<file path="src/rtl/control_unit_gen.sv">
// Multicycle controller for the 16-bit processor: fetches from a latency-configurable
// instruction ROM, decodes the IR and drives data-memory, register-file and ALU strobes.
module control_unit_gen #(
  parameter int unsigned PC_W     = 7,
  parameter int unsigned IMEM_LAT = 1,
  parameter int unsigned RESET_PC = 0
) (
  input  logic            Clk,
  input  logic            Reset,
  input  logic [15:0]     I_Data,
  input  logic            Stall,
  input  logic            Zero_Flag,
  output logic [PC_W-1:0] I_Addr,
  output logic [PC_W-1:0] PC_Out,
  output logic [15:0]     IR_Out,
  output logic [7:0]      D_Addr,
  output logic            D_Wr,
  output logic            RF_s,
  output logic [3:0]      RF_W_Addr,
  output logic            RF_W_en,
  output logic [3:0]      RF_Ra_Addr,
  output logic [3:0]      RF_Rb_Addr,
  output logic [2:0]      ALU_s0,
  output logic [3:0]      outState,
  output logic [3:0]      nextState,
  output logic            Halted,
  output logic            Illegal
);

  typedef enum logic [3:0] {
    S_INIT   = 4'd0,
    S_WAIT   = 4'd1,
    S_FETCH  = 4'd2,
    S_DECODE = 4'd3,
    S_NOOP   = 4'd4,
    S_LOAD_A = 4'd5,
    S_LOAD_B = 4'd6,
    S_STORE  = 4'd7,
    S_ADD    = 4'd8,
    S_SUB    = 4'd9,
    S_JMP    = 4'd10,
    S_JZ     = 4'd11,
    S_HALT   = 4'd12
  } state_t;

  localparam logic [PC_W-1:0] RST_PC    = PC_W'(RESET_PC);
  localparam logic [1:0]      WAIT_LOAD = 2'(IMEM_LAT - 1);

  state_t          state_q, state_d;
  logic [PC_W-1:0] pc_q, pc_d;
  logic [15:0]     ir_q, ir_d;
  logic [1:0]      cnt_q, cnt_d;
  logic            ill_q, ill_d;

  always_ff @(posedge Clk) begin
    if (Reset) begin
      state_q <= S_INIT;
      pc_q    <= RST_PC;
      ir_q    <= '0;
      cnt_q   <= '0;
      ill_q   <= 1'b0;
    end else begin
      state_q <= state_d;
      pc_q    <= pc_d;
      ir_q    <= ir_d;
      cnt_q   <= cnt_d;
      ill_q   <= ill_d;
    end
  end

  // Stall freezes every register; the WAIT counter reloads on any entry into WAIT.
  always_comb begin
    state_d = state_q;
    pc_d    = pc_q;
    ir_d    = ir_q;
    cnt_d   = cnt_q;
    ill_d   = ill_q;
    if (!Stall) begin
      case (state_q)
        S_INIT:   state_d = S_WAIT;
        S_WAIT: begin
          if (cnt_q == 2'd0) state_d = S_FETCH;
          else               cnt_d   = cnt_q - 2'd1;
        end
        S_FETCH: begin
          ir_d    = I_Data;
          pc_d    = pc_q + PC_W'(1);
          state_d = S_DECODE;
        end
        S_DECODE: begin
          case (ir_q[15:12])
            4'd0:    state_d = S_NOOP;
            4'd1:    state_d = S_STORE;
            4'd2:    state_d = S_LOAD_A;
            4'd3:    state_d = S_ADD;
            4'd4:    state_d = S_SUB;
            4'd5:    state_d = S_HALT;
            4'd6:    state_d = S_JMP;
            4'd7:    state_d = S_JZ;
            default: begin
              state_d = S_NOOP;
              ill_d   = 1'b1;
            end
          endcase
        end
        S_LOAD_A: state_d = S_LOAD_B;
        S_JMP: begin
          pc_d    = ir_q[PC_W-1:0];
          state_d = S_WAIT;
        end
        S_JZ: begin
          if (Zero_Flag) pc_d = ir_q[PC_W-1:0];
          state_d = S_WAIT;
        end
        S_HALT:   state_d = S_HALT;
        S_LOAD_B, S_STORE, S_ADD, S_SUB, S_NOOP: state_d = S_WAIT;
        default:  state_d = S_INIT;
      endcase
      if (state_d == S_WAIT && state_q != S_WAIT) cnt_d = WAIT_LOAD;
    end
  end

  always_comb begin
    D_Addr     = '0;
    D_Wr       = 1'b0;
    RF_s       = 1'b0;
    RF_W_Addr  = '0;
    RF_W_en    = 1'b0;
    RF_Ra_Addr = '0;
    RF_Rb_Addr = '0;
    ALU_s0     = '0;
    case (state_q)
      S_LOAD_A, S_LOAD_B: begin
        D_Addr    = ir_q[11:4];
        RF_s      = 1'b1;
        RF_W_Addr = ir_q[3:0];
        RF_W_en   = (state_q == S_LOAD_B) && !Stall;
      end
      S_STORE: begin
        D_Addr     = ir_q[11:4];
        RF_Ra_Addr = ir_q[3:0];
        D_Wr       = !Stall;
      end
      S_ADD, S_SUB: begin
        RF_Ra_Addr = ir_q[11:8];
        RF_Rb_Addr = ir_q[7:4];
        RF_W_Addr  = ir_q[3:0];
        RF_W_en    = !Stall;
        ALU_s0     = (state_q == S_ADD) ? 3'd1 : 3'd2;
      end
      default: ;
    endcase
  end

  assign I_Addr    = pc_q;
  assign PC_Out    = pc_q;
  assign IR_Out    = ir_q;
  assign outState  = state_q;
  assign nextState = state_d;
  assign Halted    = (state_q == S_HALT);
  assign Illegal   = ill_q;

endmodule

</file>
<file path="config.mk">
export PLATFORM = sky130hd
export DESIGN_NAME = control_unit_gen
export DESIGN_NICKNAME = d
export VERILOG_FILES = /design/src/rtl/control_unit_gen.sv
export SDC_FILE = /design/constraint.sdc
export NUM_CORES = 1
export LEC_CHECK = 0
export ABC_CLOCK_PERIOD_IN_PS = 1790
export BUFFER_PORTS_ARGS = -buffer_cell sky130_fd_sc_hd__buf_2
export CAP_MARGIN = 25
export CELL_PAD_IN_SITES_DETAIL_PLACEMENT = 1
export CELL_PAD_IN_SITES_GLOBAL_PLACEMENT = 1
export CORE_MARGIN = 2
export CORE_UTILIZATION = 31
export CTS_CLUSTER_DIAMETER = 100
export DETAILED_ROUTE_END_ITERATION = 8
export PLACE_DENSITY_LB_ADDON = 0.1
export SYNTH_ARGS = -nofsm -noshare
export SYNTH_HDL_FRONTEND = slang
export SYNTH_SLANG_ARGS = --single-unit
</file>
<file path="constraint.sdc">
create_clock -name Clk -period 1.79 [get_ports Clk]
set_input_delay 0.0895 -clock Clk [delete_from_list [all_inputs] [get_ports Clk]]
set_output_delay 0.0895 -clock Clk [all_outputs]
set_load 0.05 [all_outputs]
</file>
## Word level (Yosys, flattened, before mapping)

Index checks and enable logic that the tools add are counted.
Widths: inputs -> output; s select.

| storage, ports and cells | value |
|---|---|
| input port bits | 20 |
| register bits after elaboration | 30 |
| output and inout bits | 66 |

| operators by class | value |
|---|---|
| add/sub/neg operators | 2 |
| muxes and demuxes | 19 |
| eq/ne operators | 23 |
| reductions and logical operators | 18 |
| bitwise operators | 2 |

Operators by type and width:

| cell | number |
|---|---|
| $eq 4x3->1 const B | 8 |
| $pmux 4 s7 | 1 |
| $pmux 4 s6 | 1 |
| $pmux 7 s3 | 1 |
| $eq 4x4->1 const B | 5 |
| $mux 4 | 5 |
| $eq 4x2->1 const B | 4 |
| $reduce_or 8->1 | 2 |
| $eq 4x1->1 const B | 3 |
| $mux 2 | 5 |
| $reduce_and 3->1 | 3 |
| $logic_not 4->1 | 2 |
| $mux 8 | 1 |
| $pmux 4 s2 | 1 |
| $add 7x1->7 const B | 1 |
| $mux 7 | 1 |
| $ne 4x1->1 const B | 1 |
| $reduce_or 2->1 | 2 |
| $reduce_or 4->1 | 1 |
| $reduce_bool 3->1 | 1 |
| $reduce_or 3->1 | 1 |
| $logic_and 1x1->1 | 2 |
| $logic_not 2->1 | 1 |
| $mux 1 | 2 |
| other kinds (8) | 9 |

## Depth between registers and ports, before layout

Gate-level depths: netlist of run 1.

| depth | value |
|---|---|
| depth in word-level cells | 8 |
| depth in mapped cells | 7 |
| mapped depth without buffers | 6 |

## Worst setup path before layout of run 1

Ideal clock, no wire load.

| timing path | value |
|---|---|
| path type | register -> output |
| start point | register state_q[1] (netlist: outState[1]) |
| end point | output port nextState[1] |
| data arrival time | 2.811 ns |
| setup slack | -1.111 ns |
| cell stages (with the launch flop) | 6 |
| cell sequence | dfxtp_1 -> buf_2 -> nand2_2 -> or4_1 -> o22a_1 -> o31ai_1 |

| between the ends | value |
|---|---|
| cells in the longest elaborated chain, start to end | 5 |
| elaborated cells between the ends (all ways) | 18 |
| classes of those cells | eq/ne (12); mux (4); reduce/logical (2) |

Ends and longest elaborated chain:

| element | line | text |
|---|---|---|
| start, declared | 49 | `state_t state_q, state_d;` |
| start signal, assigned | 63 | `state_q <= state_d;` |
| $eq 4x3->1, or another cell as far along | 79 | `case (state_q)` |
| $reduce_or 8->1 (no line) | n/a |  |
| $pmux 4 s6 | 79 |  |
| $mux 4 | 78 | `if (!Stall) begin` |
| $mux 4 * | 78 |  |
| end, declared | 25 | `output logic [3:0] nextState,` |

Mark *: on every way between the ends. The rest lies on a longest branch, timed or not. The select of a mux whose other input is x is not followed.

## Final worst setup path of run 1

| timing path | value |
|---|---|
| start point | register ir_q[15] (netlist: IR_Out[15]) |
| end point | output port nextState[1] |

| between the ends | value |
|---|---|
| cells in the longest elaborated chain, start to end | 5 |
| elaborated cells between the ends (all ways) | 11 |
| classes of those cells | eq/ne (7); mux (4) |

Ends and longest elaborated chain:

| element | line | text |
|---|---|---|
| start, declared | 51 | `logic [15:0] ir_q, ir_d;` |
| start signal, assigned | 65 | `ir_q <= ir_d;` |
| $eq 4x3->1, or another cell as far along | 91 | `case (ir_q[15:12])` |
| $pmux 4 s7 * | 91 |  |
| $pmux 4 s6 * | 79 |  |
| $mux 4 * (2 in series) | 78 |  |

Marked as above.

==> results of run 1 <==
## cell usage in the layout (no fill, tap or decap), types with 3 or more instances in the layout
master and instances:
sky130_fd_sc_hd__buf_2 65, sky130_fd_sc_hd__nand2_1 45, sky130_fd_sc_hd__a21oi_1 26, sky130_fd_sc_hd__buf_4 26, sky130_fd_sc_hd__dfxtp_1 22, sky130_fd_sc_hd__nor2_1 13
sky130_fd_sc_hd__and2_1 13, sky130_fd_sc_hd__o21ai_0 8, sky130_fd_sc_hd__buf_6 7, sky130_fd_sc_hd__nor3_2 6, sky130_fd_sc_hd__nor2b_2 6, sky130_fd_sc_hd__clkbuf_8 6
sky130_fd_sc_hd__dfxtp_2 4, sky130_fd_sc_hd__inv_1 4, sky130_fd_sc_hd__a22o_2 4, sky130_fd_sc_hd__and2_2 4, sky130_fd_sc_hd__nand3_1 4, sky130_fd_sc_hd__dfxtp_4 4
sky130_fd_sc_hd__clkbuf_4 4, sky130_fd_sc_hd__inv_2 3, sky130_fd_sc_hd__xnor2_1 3, sky130_fd_sc_hd__o21ai_1 3, sky130_fd_sc_hd__o22ai_1 3, sky130_fd_sc_hd__nor3_1 3
sky130_fd_sc_hd__or3_1 3
## worst min path at each step
stage                    start                      end  slack, ns
finish               I_Data[7]   IR_Out[7]$_SDFFE_PP0P_       0.03
global placement    I_Data[14]  IR_Out[14]$_SDFFE_PP0P_       0.33
global route         I_Data[6]   IR_Out[6]$_SDFFE_PP0P_       0.03
floorplan           I_Data[13]  IR_Out[13]$_SDFFE_PP0P_       0.22
detailed placement  I_Data[13]  IR_Out[13]$_SDFFE_PP0P_       0.33
CTS                 I_Data[13]  IR_Out[13]$_SDFFE_PP0P_       0.02
## power by group through the flow
stage               combinational, mW  clock (mW)  sequential (mW)
floorplan                       0.167           0            0.763
global placement                0.288           0            0.723
detailed placement              0.293           0            0.723
CTS                             0.319       0.607            0.702
global route                    0.356       0.635            0.706
finish                          0.330       0.584            0.703
## sequential cells by signal (all words and copies together) (netlist names)
| name | flops |
|---|---|
| Illegal | 1 |
| cnt_q | 2 |
| IR_Out | 16 |
| outState | 4 |
| I_Addr | 7 |
## layer usage
layer	vias to the layer above	part of all wire (%)
li1	1023	-
met1	961	47
met2	56	46
met3	9	5.0
met4	0	1.7
met5	-	0
## final cells by class
type | instances | area (um2) | share of cell area (%)
multi-input combinational | 186 | 1170 | 44.0
timing repair buffer | 104 | 664 | 24.9
sequential | 30 | 621 | 23.3
tap | 72 | 90.1 | 3.38
clock buffer | 7 | 86.3 | 3.24
inverter | 7 | 26.3 | 0.986
clock inverter | 1 | 5.00 | 0.188
## worst max-delay path, stage by stage, from the launching register on
cell,delay [ns]
sky130_fd_sc_hd__dfxtp_2,0.35
sky130_fd_sc_hd__or4_4,0.56
sky130_fd_sc_hd__o22a_1,0.22
sky130_fd_sc_hd__o31ai_4,0.19
sky130_fd_sc_hd__buf_6,0.19
## logic make-up (layout without fill, tap and decap cells)
group	after synthesis	in the layout	share of synthesized area [%]
and+or+nand+nor	114	114	30.8
AOI/OAI and AO/OA	65	65	23.5
DFF	30	30	33.4
buffers and inverters	29	119	8.70
xor gates and xnor gates	3	3	1.46
adders and majority gates	2	2	1.39
other	1	1	0.209
muxes	1	1	0.557
## timing repair
item,in CTS,in global routing
pin swaps,0,2
buffers inserted,5,1
endpoints found under the setup margin,21,22
resized for setup,25,25
==> metrics.md, run 1 <==
| Metric | Value |
|---|---|
| Share of the synthesized area in the top cell type | 33.4% |
| Mapped cell area | ~1800 um2 |
| Type of destination of the critical path | output pin |
| Mean post-synth cell area | roughly 7.3 um2 |
| DRC violations left | 0 |
| Max-cap viol count | 0 |
| P per Cell Area | ~610 nW/um2 |
| Remaining antenna violation count | 0 |
| Area post-placement | ~2400 um2 |
| Global-route wire length before repair | slightly below 10 mm |
| Source of the critical timing path | IR_Out[15]$_SDFFE_PP0P_ |
| Met2 global-route usage | about a third |
| Prevailing post-synth register cell | sky130_fd_sc_hd__dfxtp_1 |
| Final Wtd Congestion | 0.795 |
| Final critical-path share of the clock period | 105% |
| Number of H-tree branching levels | 2 |
| Number of global-route vias before repair | 1979 |
| Clk_skew | 0.00556 ns |
| Post-layout util | 48.1% |
| Number of clock sinks | 30 |
| Total number of nets in the final design | roughly 360 |
| Critical path destination | nextState[1] |
| Synthesis-to-finish area growth | 48.3% |
| Setup repair after global routing missed its margin | true |
| Worst path arrival time | around 1.8 ns |
| Static leakage | 1.18 nW |
| Post-route insts no fill | ~400 |
| Shortest clock period the worst path allows after layout | approximately 1.9 ns |
| DRT Wirelength | roughly 6.2 mm |
| Required time reported for the critical path endpoint | 1.70 ns |
| Maximum number of pins on one net before global-route repair | 20 |
| Final setup fails | 2 |
| Crit path launch type | register |
| Worst setup slack for register-to-register paths | around 0.11 ns |
| Worst slack on hold paths | ~0.029 ns |
| Async set-or-reset flop fraction in the synthesized netlist | 0% |
| Final total power | ~1.6 mW |
| Clock transition time at the flip-flop clock pins of the worst setup and hold paths | approximately 0.07 ns |
| Half-perimeter wire length after detailed placement | between 4 and 5 mm |
| Worst setup slack after placement | a little under 0.09 ns |
| Grt ovf | 0 |
| Synth cell count leaders | 46 x sky130_fd_sc_hd__nand2_1, 30 x sky130_fd_sc_hd__dfxtp_1, 28 x sky130_fd_sc_hd__a21oi_1 |
| Number of hold violations in the final report | 0 |
| Horizontal extent of the die | roughly 80 um |
| Net count after synthesis | ~270 |
| Met1 GRT Util | between 20% and 30% |
| Filler cells | 733 |
| Diodes inserted | 0 |
| Most area-consuming cells after synthesis | sky130_fd_sc_hd__dfxtp_1 33%, sky130_fd_sc_hd__nand2_1 9.6%, sky130_fd_sc_hd__a21oi_1 7.8% |
| Status | finished, violations left |
| Inserted Clock Buffers | 5 |
| Input/output buffers | 84 |
| Violations in the final reports | setup timing |
| Proportion of layout cells with a drive suffix above 1 | a little under half |
| Hold Path Stages | 3 |
| Initial cell density of the core | 32.4% |
| Register area share after synthesis | 33.4% |
| Register bit count reported by yosys | 30 |
| Number of flops mapped to enable cells by yosys | 0 |
| Most common cell in the netlist | sky130_fd_sc_hd__nand2_1 |
| Worst ir drop on vdd | 0.329 mV |
| Net switching power of the design | between 0.5 and 0.6 mW |
| Number of DRC markers in iteration 0 | 52 |
| Die span in y | approximately 80 um |
| Start of the worst register-to-register path | outState[1]$_SDFF_PP0_ |
| Cell count of the worst reg-to-reg path | 6 |
| Row cnt | 27 |
| Boundary pin count | 86 |
| Share of power burned in combinational logic | about a fifth |
| Setup TNS | -0.170 ns |
| Routed WL per cell | between 15 and 20 um |
| Setup WS post-layout | -0.0878 ns |
| Number of standard cells after synthesis | approximately 250 |
| Switch share | a little under a third |
| TritonCTS clock tree | yes |
| Count of distinct cell types in the synthesized netlist | ~50 |
| Max clock buf depth | 2 |
| Highest Clock Rate | about 530 MHz |
| Core Box Area | roughly 5500 um2 |
| Power share of the sequential group | about 44% |
| Endpoint of the lowest-slack register-to-register path | cnt_q[0]$_SDFFE_PP0P_ |
| Startpoint-to-endpoint class of the critical path | register to output pin |
| Cts hold-fix bufs | 0 |
| Initial antenna violation count | 0 |
| Path category of the worst min-delay check | primary input to register |
| Vias per inst | roughly 5.0 |
| Internal cell power | between 1 and 1.5 mW |
| Part of the power in the clock network | between 30% and 40% |
| GR Layer Usage met3 | ~5.2% |
| Cell taking the most area after synthesis | sky130_fd_sc_hd__dfxtp_1 |
| Post-route cell area | about 2700 um2 |
| First drt pass iteration count | 4 |
| Final max-slew violation count | 0 |
| Most used routing layer | met2 |
| Aggregate global-route resource usage | about 20% |
| Clock Latency Late Sink | 0.29 ns |
| Vias after detailed routing | 2049 |
| Root buf cell | sky130_fd_sc_hd__clkbuf_8 |
| Count of placed standard cells including taps | 393 |
| Peak fanout along the critical path | 6 |
| Yosys synthesis warning count | 0 |
| Total Die Area | between 6000 and 7000 um2 |
No activity file was read; power rests on OpenSTA's default activity.
==> run 2: changes to the inputs <==
--- a/config.mk
+++ b/config.mk
@@ -6,12 +6,13 @@
 export NUM_CORES = 1
 export LEC_CHECK = 0
 export ABC_CLOCK_PERIOD_IN_PS = 1790
-export BUFFER_PORTS_ARGS = -buffer_cell sky130_fd_sc_hd__buf_2
+export BUFFER_PORTS_ARGS = -buffer_cell sky130_fd_sc_hd__buf_4
 export CAP_MARGIN = 25
 export CELL_PAD_IN_SITES_DETAIL_PLACEMENT = 1
 export CELL_PAD_IN_SITES_GLOBAL_PLACEMENT = 1
 export CORE_MARGIN = 2
-export CORE_UTILIZATION = 31
+export CORE_UTILIZATION = 33
+export CTS_BUF_LIST = sky130_fd_sc_hd__clkbuf_4 sky130_fd_sc_hd__clkbuf_8
 export CTS_CLUSTER_DIAMETER = 100
 export DETAILED_ROUTE_END_ITERATION = 8
 export PLACE_DENSITY_LB_ADDON = 0.1
==> metrics.md, run 2 (synthesis results as in run 1) <==
| Metric | Value |
|---|---|
| Final critical-path share of the clock period | 105% (+0.41 points) |
| Max-cap viol count | 0 (unchanged) |
| Worst path arrival time | 1.80 ns (about the same) |
| Hold Path Stages | 3 (unchanged) |
| Max FFs per register | 16 (unchanged) |
| Synthesis-to-finish area growth | 62.3% |
| TritonCTS clock tree | yes |
| Core Box Area | 5170 um2 (-6.6%) |
| Setup WS post-layout | -0.0951 ns (-0.00732 ns) |
| Crit path launch type | register |
| Wire length on met3 | 372 um (+20%) |
| Crit path max-delay cell type | sky130_fd_sc_hd__or4_4 |
| Vias per inst | 5.08 (+0.98%) |
| Maximum number of pins on one net before global-route repair | 30 (+50%) |
| Start point of the worst hold path | I_Data[10] |
| Routed WL per cell | 16.0 um (+5.6%) |
| DRT Wirelength | 6.49 mm (+5.1%) |
| Max clock buf depth | 2 (unchanged) |
| Shortest clock period the worst path allows after layout | 1.89 ns (+0.00732 ns) |
| Diodes inserted | 0 (unchanged) |
| Capture endpoint of the worst hold path | IR_Out[10]$_SDFFE_PP0P_ |
| Commonest non-fill, non-tap cell in the layout | sky130_fd_sc_hd__buf_4 |
| Required time reported for the critical path endpoint | 1.70 ns (about the same) |
| Row cnt | 26 (-3.7%) |
| Number of H-tree branching levels | 2 (unchanged) |
| DRC violations left | 0 (unchanged) |
| Clk_skew | 0.00499 ns (-0.000571 ns) |
| Transition time at the pin with the least slew margin | ~0.51 ns |
| Initial antenna violation count | 0 (unchanged) |
| Status | finished, violations left |
| Post-route insts no fill | 405 (-0.49%) |
| Horizontal extent of the die | 77.8 um (-2.9%) |
| Worst ir drop on vdd | 0.298 mV (-9.6%) |
| Peak fanout along the critical path | 3 (-3) |
| First drt pass iteration count | 4 (unchanged) |
| Remaining antenna violation count | 0 (unchanged) |
| Clock transition time at the flip-flop clock pins of the worst setup and hold paths | 0.07 ns (about the same) |
| Start of the worst register-to-register path | outState[1]$_SDFF_PP0_ |
| Violations in the final reports | setup timing |
| Inserted Clock Buffers | 5 (unchanged) |
| Worst relative slew slack | 65.5% |
| Static leakage | 1.21 nW (+2.4%) |
| Final Wtd Congestion | 0.773 (-2.7%) |
| Aggregate global-route resource usage | 21.6% (+1.4 points) |
| P per Cell Area | 566 nW/um2 (-6.8%) |
| Clock Latency Late Sink | 0.28 ns (about the same) |
| Type of destination of the critical path | output pin |
| Cells along the critical path | or4_4 -> o22a_1 -> o31ai_4 -> buf_6 |
| Path category of the worst min-delay check | primary input to register |
| Post-layout util | 56.4% (+8.3 points) |
| Met2 wire length | 3.20 mm (+11%) |
| Count of placed standard cells including taps | 385 (-2.0%) |
| Max incr delay on CP | 0.54 ns (-0.02 ns) |
| Final total power | 1.65 mW (+2.0%) |
| Startpoint-to-endpoint class of the critical path | register to output pin |
| Highest Clock Rate | 530 MHz (-0.39%) |
| Final max-slew violation count | 0 (unchanged) |
| Worst setup slack for register-to-register paths | 0.13 ns (+0.02 ns) |
| Buffers and inverters on the worst path | 1 (unchanged) |
| Endpoint of the lowest-slack register-to-register path | I_Addr[0]$_SDFFE_PP0P_ |
| Number of DRC markers in iteration 0 | 64 (+23%) |
| Root buf cell | sky130_fd_sc_hd__clkbuf_8 |
| Vias after detailed routing | 2059 (+0.49%) |
| Number of global-route vias before repair | 2032 (+2.7%) |
| Commonest cells after routing, fill and taps aside | 89 x sky130_fd_sc_hd__buf_4, 45 x sky130_fd_sc_hd__nand2_1, 25 x sky130_fd_sc_hd__a21oi_1 |
| Highest routed layer | met4 |
| Initial cell density of the core | 34.7% (+2.3 points) |
| Input/output buffers | 84 (unchanged) |
| Number of hold violations in the final report | 0 (unchanged) |
| Setup TNS | -0.156 ns (+0.0142 ns) |
| Cell count of the worst reg-to-reg path | 5 (-1) |
| Total number of nets in the final design | 356 (unchanged) |
| Routed met1 length | 2.89 mm (about the same) |
| Setup repair after global routing missed its margin | true |
| Filler cells | 614 (-16%) |
| Boundary pin count | 86 (unchanged) |
| Half-perimeter wire length after detailed placement | 4.43 mm (-2.3%) |
| Final setup fails | 3 (+1) |
| Global-route wire length before repair | 10.4 mm (+4.7%) |
| Number of clock sinks | 30 (unchanged) |
| Die span in y | 77.8 um (-2.9%) |
| Grt ovf | 0 (unchanged) |
| CP delay by family, top | simple AND/OR/NAND/NOR gates |
| Cts hold-fix bufs | 0 (unchanged) |
| Total Die Area | 6050 um2 (-5.8%) |
| Proportion of layout cells with a drive suffix above 1 | 47.8% (+0.90 points) |
## run 2: cell count changes in the layout (fill, tap and decap cells not counted), sizes merged
cell           change
buf                +3
clkbuf             -5
clkdlybuf4s15      +1
inv                +1
## run 2: metal layers
layer | GRT usage (%) | vias to the layer above
met5 | 0 | -
met4 | 5.36 | 0
met3 | 6.98 | 2
met2 | 35.1 | 51
met1 | 27.5 | 989
li1 | - | 1017
## run 2: cell type report
cell class                 instances  area (um2)  area share, %
timing repair buffer             104         840           28.8
multi-input combinational        186        1250           42.7
clock buffer                       6        82.6           2.83
tap                               70        87.6           3.00
sequential                        30         623           21.4
clock inverter                     2        11.3          0.386
inverter                           7        26.3          0.901
## run 2: metrics by stage
| stage | hold WS (ns) | setup slack, ns | area (um2) |
|---|---|---|---|
| floorplan | 0.218 | -0.0724 | 1910 |
| global route | 0.0360 | -0.145 | 2920 |
| CTS | 0.0396 | -0.0945 | 2800 |
| global placement | 0.338 | 0.0306 | 2550 |
| finish | 0.0465 | -0.0951 | 2920 |
| detailed placement | 0.344 | -0.0699 | 2550 |
## run 2: worst max-delay path by stage
stage / start / endpoint / slack (ns) / cells past startpoint
after global routing: outState[1]$_SDFF_PP0_ / nextState[1] / -0.15 / 5
after global placement: cnt_q[0]$_SDFFE_PP0P_ / nextState[0] / 0.03 / 7
final: outState[2]$_SDFF_PP0_ / nextState[1] / -0.1 / 4
after CTS: IR_Out[15]$_SDFFE_PP0P_ / nextState[1] / -0.09 / 4
after detailed placement: cnt_q[0]$_SDFFE_PP0P_ / nextState[0] / -0.07 / 7
after floorplan: outState[1]$_SDFF_PP0_ / nextState[1] / -0.07 / 5
## run 2: worst reg2reg max path, cell delays in order, from the launching register on
cell and delay (ns):
sky130_fd_sc_hd__dfxtp_4 0.39, sky130_fd_sc_hd__buf_4 0.19, sky130_fd_sc_hd__nand2b_1 0.14, sky130_fd_sc_hd__a211o_1 0.36, sky130_fd_sc_hd__or3_1 0.36, sky130_fd_sc_hd__a31oi_1 0.15
## run 2: what timing repair did
item | in CTS | in global routing
cloned | 0 | 1
gates resized for setup | 15 | 26
buffers inserted | 10 | 1
pin swaps | 2 | 2
endpoints found under the setup margin | 20 | 25
## run 2: power by group
| group | internal [mW] | total (mW) | switching (mW) |
|---|---|---|---|
| registers | 0.681 | 0.703 | 0.0220 |
| clock network | 0.310 | 0.588 | 0.278 |
| logic | 0.138 | 0.359 | 0.221 |
| total | 1.13 | 1.65 | 0.520 |
==> run 3: changes to the inputs <==
--- a/config.mk
+++ b/config.mk
@@ -6,7 +6,7 @@
 export NUM_CORES = 1
 export LEC_CHECK = 0
 export ABC_CLOCK_PERIOD_IN_PS = 1790
-export BUFFER_PORTS_ARGS = -buffer_cell sky130_fd_sc_hd__buf_4
+export BUFFER_PORTS_ARGS = -buffer_cell sky130_fd_sc_hd__buf_2
 export CAP_MARGIN = 25
 export CELL_PAD_IN_SITES_DETAIL_PLACEMENT = 1
 export CELL_PAD_IN_SITES_GLOBAL_PLACEMENT = 1
==> metrics.md, run 3 (synthesis results as in run 1) <==
| Metric | Value |
|---|---|
| Clk_skew | 0.00550 ns (+0.000509 ns) |
| Input/output buffers | 84 (unchanged) |
| Type of destination of the critical path | output pin |
| Grt ovf | 0 (unchanged) |
| Final setup fails | 6 (+3) |
| Number of clock sinks | 30 (unchanged) |
| Clock Latency Late Sink | 0.28 ns (about the same) |
| Setup WS post-layout | -0.0865 ns (+0.00854 ns) |
| Final Wtd Congestion | 0.766 (-1.0%) |
| TritonCTS clock tree | yes |
| Wire length on met3 | 317 um (-15%) |
| Die span in y | 77.8 um (unchanged) |
| Number of H-tree branching levels | 2 (unchanged) |
| Crit path launch type | register |
| Count of placed standard cells including taps | 391 (+1.6%) |
| Root buf cell | sky130_fd_sc_hd__clkbuf_8 |
| Commonest non-fill, non-tap cell in the layout | sky130_fd_sc_hd__buf_2 |
| Required time reported for the critical path endpoint | 1.70 ns (about the same) |
| Setup TNS | -0.180 ns (-0.0241 ns) |
| Vias per inst | 5.24 (+3.0%) |
| Final max-slew violation count | 0 (unchanged) |
| Path category of the worst min-delay check | primary input to register |
| Worst path arrival time | 1.79 ns (about the same) |
| Max FFs per register | 16 (unchanged) |
| Initial antenna violation count | 0 (unchanged) |
| Aggregate global-route resource usage | 21.3% (-0.27 points) |
| Inserted Clock Buffers | 5 (unchanged) |
| Static leakage | 1.21 nW (-0.40%) |
| Startpoint-to-endpoint class of the critical path | register to output pin |
| Setup repair after global routing missed its margin | true |
| P per Cell Area | 596 nW/um2 (+5.4%) |
| First drt pass iteration count | 4 (unchanged) |
| Initial cell density of the core | 34.7% (unchanged) |
| Max-cap viol count | 0 (unchanged) |
| Area post-placement | 2400 um2 (-6.0%) |
| Status | finished, violations left |
| Highest routed layer | met4 |
| Start point of the worst hold path | I_Data[14] |
| Number of DRC markers in iteration 0 | 86 (+34%) |
| Maximum number of pins on one net before global-route repair | 21 (-30%) |
| Highest Clock Rate | 533 MHz (+0.46%) |
| Worst ir drop on vdd | 0.310 mV (+4.1%) |
| Remaining antenna violation count | 0 (unchanged) |
| DRC violations left | 0 (unchanged) |
| Final critical-path share of the clock period | 105% (-0.48 points) |
| Total Die Area | 6050 um2 (unchanged) |
| Violations in the final reports | setup timing |
| Cts hold-fix bufs | 0 (unchanged) |
| Vias after detailed routing | 2137 (+3.8%) |
| Shortest clock period the worst path allows after layout | 1.88 ns (-0.00854 ns) |
| Number of global-route vias before repair | 2026 (-0.30%) |
| Peak fanout along the critical path | 4 (+1) |
| Routed met1 length | 2.95 mm (+2.0%) |
| Number of hold violations in the final report | 0 (unchanged) |
| Max clock buf depth | 2 (unchanged) |
| Synthesis-to-finish area growth | 53.4% |
| Row cnt | 26 (unchanged) |
| DRT Wirelength | 6.65 mm (+2.5%) |
| Start of the worst register-to-register path | outState[1]$_SDFF_PP0_ |
| Commonest cells after routing, fill and taps aside | 60 x sky130_fd_sc_hd__buf_2, 45 x sky130_fd_sc_hd__nand2_1, 30 x sky130_fd_sc_hd__buf_4 |
| Horizontal extent of the die | 77.8 um (unchanged) |
| Post-route cell area | 2760 um2 (-5.5%) |
| Post-route insts no fill | 408 (+0.74%) |
| Core Box Area | 5170 um2 (unchanged) |
| Half-perimeter wire length after detailed placement | 4.43 mm (about the same) |
| Routed WL per cell | 16.3 um (+1.7%) |
| Proportion of layout cells with a drive suffix above 1 | 47.3% (-0.42 points) |
| Total number of nets in the final design | 359 (+0.84%) |
| Boundary pin count | 86 (unchanged) |
| Worst slack on hold paths | 0.0364 ns (-0.0101 ns) |
| Diodes inserted | 0 (unchanged) |
| Clock transition time at the flip-flop clock pins of the worst setup and hold paths | 0.07 ns (about the same) |
| Source of the critical timing path | outState[1]$_SDFF_PP0_ |
| Met2 wire length | 3.31 mm (+3.7%) |
| Global-route wire length before repair | 10.3 mm (-0.99%) |
run 3: cell count changes in the layout (fill, tap and decap cells not counted), moves of 2 or more:
cell and change:
sky130_fd_sc_hd__clkbuf_4 +9, sky130_fd_sc_hd__buf_4 -59, sky130_fd_sc_hd__nor2b_1 +2, sky130_fd_sc_hd__buf_2 +59, sky130_fd_sc_hd__nor2b_4 -2, sky130_fd_sc_hd__buf_6 -6
run 3: final timing paths:
kind / to / slack [ns] / cells after the start
worst max-delay path: nextState[1] / -0.09 / 5
worst min-delay path: IR_Out[14]$_SDFFE_PP0P_ / 0.04 / 3
worst max register to register: outState[1]$_SDFF_PP0_ / 0.10 / 6
worst min register to register: IR_Out[7]$_SDFFE_PP0P_ / 0.48 / 2
run 3: what timing repair did:
action	4_1_cts	5_1_grt
pin swaps	1	4
setup buffers	9	1
endpoints found under the setup margin	20	18
gates resized for setup	28	29
run 3: metrics by stage:
stage	worst slack, ns	util (%)	power, mW
floorplan	-0.0724	-	0.929
global route	-0.128	53.3	1.73
detailed placement	0.0456	46.4	1.01
CTS	-0.0755	51.0	1.62
global placement	0.0491	46.4	1.01
finish	-0.0865	53.3	1.64
run 3: routing by layer:
layer,vias to the layer above,GRT usage [%]
met2,65,34.7
li1,1021,-
met5,-,0
met4,0,5.54
met3,7,4.30
met1,1044,28.6
run 3: layout make-up:
class	instances	area, um2
Clock buffer	6	82.6
Clock inverter	2	11.3
Fill cell	669	2420
Inverter	7	28.8
Multi-Input combinational cell	186	1230
Sequential cell	30	623
Tap cell	70	87.6
Timing Repair Buffer	107	696
run 3: power by group:
group / internal [mW] / total (mW) / switching (mW)
registers: 0.681 / 0.701 / 0.0203
logic: 0.134 / 0.358 / 0.225
clock network: 0.310 / 0.584 / 0.274
run 3: critical path, cell delays in order (launching register included):
cell	delay (ns)
sky130_fd_sc_hd__dfxtp_4	0.37
sky130_fd_sc_hd__nand2_4	0.09
sky130_fd_sc_hd__or4_4	0.45
sky130_fd_sc_hd__o22a_1	0.23
sky130_fd_sc_hd__o31ai_4	0.18
sky130_fd_sc_hd__buf_6	0.18
